$ cat config.mk
export PLATFORM = sky130hd
export DESIGN_NAME = sum_frame_accumulator
export DESIGN_NICKNAME = d
export VERILOG_FILES = /design/src/rtl/sum_frame_accumulator_pkg.sv /design/src/rtl/sum_frame_accumulator_sat_counter.sv /design/src/rtl/sum_frame_accumulator.sv
export SDC_FILE = /design/constraint.sdc
export NUM_CORES = 1
export LEC_CHECK = 0
export BUFFER_PORTS_ARGS = -buffer_cell sky130_fd_sc_hd__clkbuf_2
export CAP_MARGIN = 25
export CORE_MARGIN = 4
export CORE_UTILIZATION = 40
export DETAILED_ROUTE_END_ITERATION = 16
export GPL_ROUTABILITY_DRIVEN = 0
export REMOVE_ABC_BUFFERS = 1
export SYNTH_ARGS = -nofsm -noshare
export SYNTH_HDL_FRONTEND = slang
export SYNTH_SLANG_ARGS = --single-unit
export TNS_END_PERCENT = 1
$ cat constraint.sdc
create_clock -name Clk -period 2.5 [get_ports Clk]
set_input_delay 0.375 -clock Clk [delete_from_list [all_inputs] [get_ports Clk]]
set_output_delay 0.375 -clock Clk [all_outputs]
set_load 0.05 [all_outputs]
$ cat src/rtl/sum_frame_accumulator_pkg.sv
// Shared definitions for the frame accumulator: FSM state encoding and
// datapath widths.
package sum_frame_accumulator_pkg;

    typedef logic [1:0] state_t;

    localparam state_t ST_IDLE  = 2'd0;
    localparam state_t ST_ACCUM = 2'd1;
    localparam state_t ST_DONE  = 2'd2;

    // Incoming sample is {Overflow, Sum}, range 0..31
    localparam int unsigned SAMPLE_W = 5;

    // Sample counter width; FRAME_LEN is below 2^16
    localparam int unsigned SCNT_W = 16;

endpackage : sum_frame_accumulator_pkg

$ cat src/rtl/sum_frame_accumulator_sat_counter.sv
// Saturating up-counter with synchronous clear.
// Ports:
//   clk_i    rising-edge clock
//   rst_i    synchronous active-high reset (count -> 0)
//   clear_i  synchronous clear, wins over inc_i
//   inc_i    increment by one; holds at all-ones instead of wrapping
//   count_o  current count
module sat_counter #(
    parameter int unsigned W = 8
) (
    input  logic         clk_i,
    input  logic         rst_i,
    input  logic         clear_i,
    input  logic         inc_i,
    output logic [W-1:0] count_o
);

    logic [W-1:0] count_q;
    logic [W-1:0] count_d;

    // Next count: clear, else increment unless already saturated
    always_comb begin
        count_d = count_q;
        if (clear_i) begin
            count_d = '0;
        end else if (inc_i && (count_q != {W{1'b1}})) begin
            count_d = count_q + W'(1);
        end
    end

    always_ff @(posedge clk_i) begin
        if (rst_i) begin
            count_q <= '0;
        end else begin
            count_q <= count_d;
        end
    end

    assign count_o = count_q;

endmodule : sat_counter

$ cat src/rtl/sum_frame_accumulator.sv
// Accumulates FRAME_LEN valid {Overflow,Sum} samples from the 4-bit adder
// stage into a wide total, counts samples with Overflow set, and offers the
// frame result on a valid/ready handshake.
// Optional feature: define SUM_FRAME_SATURATE_EN to clamp Total at
// 2^ACC_W-1 on carry-out instead of wrapping modulo 2^ACC_W.
// Ports:
//   Clk        rising-edge clock
//   Rst        synchronous active-high reset
//   Start      begin a new frame (honoured only in IDLE)
//   In_valid   Sum/Overflow valid this cycle
//   Sum        adder sum (4 bits)
//   Overflow   adder carry-out
//   Out_ready  consumer accepts the result
//   Out_valid  frame result valid (DONE)
//   Total      accumulated frame total (ACC_W bits)
//   Ovf_count  saturating count of samples with Overflow=1 (CNT_W bits)
//   Wrapped    sticky: the total carried out of ACC_W bits this frame
//   Busy       high while accumulating
module sum_frame_accumulator
    import sum_frame_accumulator_pkg::*;
#(
    parameter int unsigned ACC_W     = 12,
    parameter int unsigned CNT_W     = 8,
    parameter int unsigned FRAME_LEN = 16
) (
    input  logic             Clk,
    input  logic             Rst,
    input  logic             Start,
    input  logic             In_valid,
    input  logic [3:0]       Sum,
    input  logic             Overflow,
    input  logic             Out_ready,
    output logic             Out_valid,
    output logic [ACC_W-1:0] Total,
    output logic [CNT_W-1:0] Ovf_count,
    output logic             Wrapped,
    output logic             Busy
);

    localparam int unsigned EXT_W = ACC_W + 1;

    state_t state_q;
    state_t state_d;

    logic out_valid_q;
    logic out_valid_d;
    logic busy_q;
    logic busy_d;

    logic [ACC_W-1:0]    total_q;
    logic [ACC_W-1:0]    total_d;
    logic                wrapped_q;
    logic                wrapped_d;

    logic [SCNT_W-1:0]   scnt;
    logic [CNT_W-1:0]    ovf_cnt;

    logic                frame_start_c;
    logic                take_c;
    logic                last_c;
    logic [SAMPLE_W-1:0] sample_c;
    logic [EXT_W-1:0]    sum_ext_c;
    logic                carry_c;

    // Handshake-level qualifiers
    assign frame_start_c = (state_q == ST_IDLE) && Start;
    assign take_c        = (state_q == ST_ACCUM) && In_valid;
    assign last_c        = take_c && (scnt == SCNT_W'(FRAME_LEN - 1));

    // State register plus registered outputs
    always_ff @(posedge Clk) begin
        if (Rst) begin
            state_q     <= ST_IDLE;
            out_valid_q <= 1'b0;
            busy_q      <= 1'b0;
        end else begin
            state_q     <= state_d;
            out_valid_q <= out_valid_d;
            busy_q      <= busy_d;
        end
    end

    // Next-state logic; a Start coinciding with the DONE handshake is dropped
    always_comb begin
        state_d = state_q;
        case (state_q)
            ST_IDLE:  if (Start)     state_d = ST_ACCUM;
            ST_ACCUM: if (last_c)    state_d = ST_DONE;
            ST_DONE:  if (Out_ready) state_d = ST_IDLE;
            default:                 state_d = ST_IDLE;
        endcase
    end

    // Outputs decoded from the next state so they are registered alongside it
    always_comb begin
        out_valid_d = 1'b0;
        busy_d      = 1'b0;
        case (state_d)
            ST_ACCUM: busy_d      = 1'b1;
            ST_DONE:  out_valid_d = 1'b1;
            default:  ;
        endcase
    end

    // Accumulator: one extra bit exposes the carry-out
    assign sample_c  = {Overflow, Sum};
    assign sum_ext_c = {1'b0, total_q} + EXT_W'(sample_c);
    assign carry_c   = sum_ext_c[ACC_W];

    always_comb begin
        total_d   = total_q;
        wrapped_d = wrapped_q;
        if (frame_start_c) begin
            total_d   = '0;
            wrapped_d = 1'b0;
        end else if (take_c) begin
`ifdef SUM_FRAME_SATURATE_EN
            // Once clamped at all-ones any non-zero sample carries again,
            // so the clamp holds for the rest of the frame
            total_d = carry_c ? {ACC_W{1'b1}} : sum_ext_c[ACC_W-1:0];
`else
            total_d = sum_ext_c[ACC_W-1:0];
`endif
            wrapped_d = wrapped_q | carry_c;
        end
    end

    always_ff @(posedge Clk) begin
        if (Rst) begin
            total_q   <= '0;
            wrapped_q <= 1'b0;
        end else begin
            total_q   <= total_d;
            wrapped_q <= wrapped_d;
        end
    end

    // Overflow-event counter, saturating
    sat_counter #(
        .W (CNT_W)
    ) u_ovf_cnt (
        .clk_i   (Clk),
        .rst_i   (Rst),
        .clear_i (frame_start_c),
        .inc_i   (take_c && Overflow),
        .count_o (ovf_cnt)
    );

    // Valid-sample counter within the frame
    sat_counter #(
        .W (SCNT_W)
    ) u_sample_cnt (
        .clk_i   (Clk),
        .rst_i   (Rst),
        .clear_i (frame_start_c),
        .inc_i   (take_c),
        .count_o (scnt)
    );

    assign Out_valid = out_valid_q;
    assign Busy      = busy_q;
    assign Total     = total_q;
    assign Wrapped   = wrapped_q;
    assign Ovf_count = ovf_cnt;

endmodule : sum_frame_accumulator

Word level (Yosys, flattened, before mapping)
Index checks and enable logic that the tools add are counted.
Storage, ports and cells
  register bits after elaboration: 41
  input bits: 10
Cells by class
  add/sub/neg operators: 3
  equality and inequality tests: 7
  multiplexer cells: 6
  bitwise gates (word level): 1
  reductions and logical operators: 8
Operators with widths (number)
  $add A16 B1 Y16 const B: 1
  $eq A16 B4 Y1 const B: 1
  $ne A16 B16 Y1 const B: 1
  $add A12 B5 Y13: 1
  $add A8 B1 Y8 const B: 1
  $ne A8 B8 Y1 const B: 1
  $logic_and A1 B1 Y1: 6
  $mux W2: 3
  $pmux W2 S3: 1
  $eq A2 B1 Y1 const B: 2
  $eq A2 B2 Y1 const B: 2
  $logic_not A2 Y1: 1
  $mux W1: 2
  $reduce_or A2 Y1: 1
  $or A1 B1 Y1: 1

Longest topological paths before layout
  depth after elaboration: 7
  depth in mapped cells: 6
  gate-level depth less buffers: 6

Hierarchy
Synthesis repeated with hierarchy kept, for this count alone.
Unflattened totals
  cell total of the unflattened synthesis: 257
  area total of the unflattened synthesis: 2312.2 um2
Modules (own cells, without submodules)
  sum_frame_accumulator: times used 1, cells an instance 108, area an instance 959.7 um2
  sat_counter at u_sample_cnt: times used 1, cells an instance 102, area an instance 917.1 um2
  sat_counter at u_ovf_cnt: times used 1, cells an instance 47, area an instance 435.4 um2

Worst setup path after synthesis
Ideal clock, no wire load.
  path type: reg2reg
  start point: register total_q[0] (netlist: Total[0])
  end point: register wrapped_q (netlist: Wrapped)
  data arrival time: 2071 ps
  required time: 2385 ps
  path slack: 314 ps
  stages on the path, launching flop included: 7
  clock period less this slack: 2186 ps
  cells stage by stage: dfxtp_1 > ha_1 > fa_1 > a21o_1 > a221oi_1 > nor3_1 > o21a_1
On the way
  cells in the longest elaborated chain, start to end: 2
Ends and longest elaborated chain
  start: declaration: line sum_frame_accumulator.sv:50  | logic [ACC_W-1:0] total_q;
  start signal: assignment: line sum_frame_accumulator.sv:133  | total_q <= total_d;
  $add A12 B5 Y13: line sum_frame_accumulator.sv:107  | assign sum_ext_c = {1'b0, total_q} + EXT_W'(sample_c);
  $or A1 B1 Y1: line sum_frame_accumulator.sv:124  | wrapped_d = wrapped_q | carry_c;
  end signal: assignment: line sum_frame_accumulator.sv:134  | wrapped_q <= wrapped_d;
  end: declaration: line sum_frame_accumulator.sv:52  | logic wrapped_q;
Every way passes these cells.
A chain may end at the register's enable or synchronous reset.

Worst setup path in the final report
Same ends and word-level chain as after synthesis.

==> flow_summary.yaml <==
outcome:
  outcome: "completed"
clock_network:
  cts_tree: "done"
  htree_levels: 2
  post-cts-setup-buffer-count: 0
  clock_latency_ps: 290
  cts_resized: 0
  clock_sinks: 41
  path_clk_slew_ps: 80
  numCtsBuffers: 5
  cts_buffer_depth: 2
  ctsHoldBuffers: 0
  root_buffer: "clkbuf_8"
yosys:
  synth.area.top_cells: "dfxtp_1 38%, nand2_1 5.4%, a21oi_1 5.4%, mux2i_1 4.2%, or4_1 4.2%"
  synth_top_area_share_pct: 38.4
  synth_top_area_cell: "dfxtp_1"
  yosys_warnings: 0
  synth-edff-count: 0
  ys_ff_latch: 41
  synthFlopType: "dfxtp_1"
  ys_seq_area_share_pct: 38.4
  async_flop_share_pct: 0
  synth_cell_types: 44
  synth_area_sq_um: 2140
  syn-instance-count: 251
  syn_area_per_cell_sq_um: 8.51
floorplanning:
  chipWidth_microns: 81.1
  start_util_pct: 41.6
  core_sq_um: 5140
  dieArea_sq_um: 6580
  rows: 26
  die_y_microns: 81.1
  ioPinCount: 33
sta:
  hold_violations: 0
  max_freq_ghz: 0.527
  worst_slew_pin_slew_ps: 581
  period_share_pct: 75.9
  fin_setup_tns_ps: 0
  grt_setup_unrepaired: "false"
  max_slew_margin_pct: 60.9
  fin_crit_ps: 1900
  finalClockSkew_ps: 1.77
  setup_viol: 0
  slew_violations: 0
pwr:
  vdd_drop_max_v: 0.000211
  p_leak_uw: 0.000916
  power_density_nw_per_um2: 480
finish:
  final_util_pct: 48.3
  multi_input_area_sq_um: 1250
  layout_common_cells: "41 x dfxtp_1, 32 x clkbuf_2, 31 x nand2_1"
  fin_nets: 305
  fillers: 528
  layout_commonest_cell: "dfxtp_1"
  antennaDiodeCount: 0
  ff_latch_area_sq_um: 821
  area_growth_pct: 16.3
  layout-drive-gt1-share_pct: 16.3
drt:
  first_iter_violations: 137
  drt_first_pass_iters: 4
  postRouteAntennaNets: 0
  vias: 1987
  drt-total-wl_mm: 4.97
  drt-vias-per-instance: 5.55
  wire_per_inst_microns: 13.9
  drc: 0
min_path:
  hold_path_class: "input port to flop"
grt:
  grt_start_max_net_pins: 23
  track_usage_pct: 16.6
  grt_remaining_overflow: 0
  grt_first_pass_wirelength_mm: 8.62
  antenna_found_initial: 0
  grt_pass1_vias: 1827
critical_path:
  cp_max_fo: 7
  crit_path_end_kind: "flop"
  cp-start-kind: "flop"
  cp.arrival_ps: 2090
  worstSetupPathType: "flop to flop"
  required_ps: 2690
run:
  maxCapViolCount: 0
placed_design:
  port_buffers: 32
  dp_hpwl_mm: 3.60
==> cell usage after synthesis, drive strengths merged, types with 6 or more instances <==
| library cell | number |
|---|---|
| a21oi | 23 |
| buf | 6 |
| dfxtp | 41 |
| ha | 7 |
| mux2i | 9 |
| nand2 | 31 |
| nand3 | 12 |
| nand4 | 7 |
| nor2 | 10 |
| nor3 | 6 |
| nor4 | 6 |
| o21ai | 10 |
| o31ai | 11 |
| or3 | 9 |
| or4 | 12 |
==> metal layers <==
layer | share of wire, % | global-route usage, % | vias to the layer above
met2 | 44 | 27.0 | 24
met5 | 0 | 0 | -
li1 | - | - | 1029
met4 | 1.3 | 5.07 | 0
met3 | 3.5 | 3.99 | 6
met1 | 51 | 21.7 | 928
==> flip-flops by register name, indices dropped and copies added, names as in the netlist <==
| register | flops |
|---|---|
| Busy | 1 |
| Out_valid | 1 |
| Total | 12 |
| Wrapped | 1 |
| state_q | 2 |
| u_ovf_cnt.count_o | 8 |
| u_sample_cnt.count_o | 16 |
==> logic make-up (layout without fill, tap and decap cells) <==
family,Yosys count,count (layout),synth area share (%)
AO/OA/AOI/OAI,64,64,19.1
XOR/XNOR,3,3,1.23
adder cells (fa/ha/maj),8,8,5.03
buffers and inverters,15,52,3.10
flip-flops,41,41,38.4
multiplexers,9,9,4.22
AND/OR/NAND/NOR,111,111,28.9
==> final timing paths <==
path                                              from                                   end  slack, ps  cells after the start
hold / removal                                     Rst                  Out_valid$_SDFF_PP0_        410                      2
setup reg to reg                 Total[0]$_SDFFE_PP0P_                  Wrapped$_SDFFE_PP0P_        600                      7
hold reg to reg   u_sample_cnt.count_o[1]$_SDFFE_PP0P_  u_sample_cnt.count_o[1]$_SDFFE_PP0P_        480                      2
setup / recovery                 Total[0]$_SDFFE_PP0P_                  Wrapped$_SDFFE_PP0P_        600                      7
==> worst max-delay path, stage by stage (launching register included) <==
cell and delay [ps]:
dfxtp_1 330, ha_1 220, fa_1 410, a21o_1 190, a221oi_1 240, buf_4 190
nor3_1 50, o21a_1 160
==> power breakdown <==
group / total [uW] / switching, uW / internal (uW)
Combinational: 111 / 72.7 / 38.4
Clock: 417 / 224 / 194
Sequential: 665 / 5.94 / 659
Total: 1190 / 302 / 891
==> stage by stage <==
stage / hold slack [ps] / power (uW) / instance area (sq um) / instances / setup WS, ps
finish: 409 / 1190 / 2480 / 358 / 603
global route: 434 / 1260 / 2480 / 358 / 442
CTS: 397 / 1220 / 2480 / 358 / 611
detailed placement: 472 / 792 / 2400 / 350 / 475
global placement: 462 / 792 / 2400 / 350 / 487
floorplan: 447 / 747 / 2090 / 241 / 301
==> cell type report <==
cell class                      instances  area share (%)
Clock inverter                          2           0.403
Inverter                                5           0.755
Tap cell                               70            3.52
Multi-Input combinational cell        195            50.3
Timing Repair Buffer                   39            9.06
Sequential cell                        41            33.0
Clock buffer                            6            2.92
No activity file was read; power rests on OpenSTA's default activity.
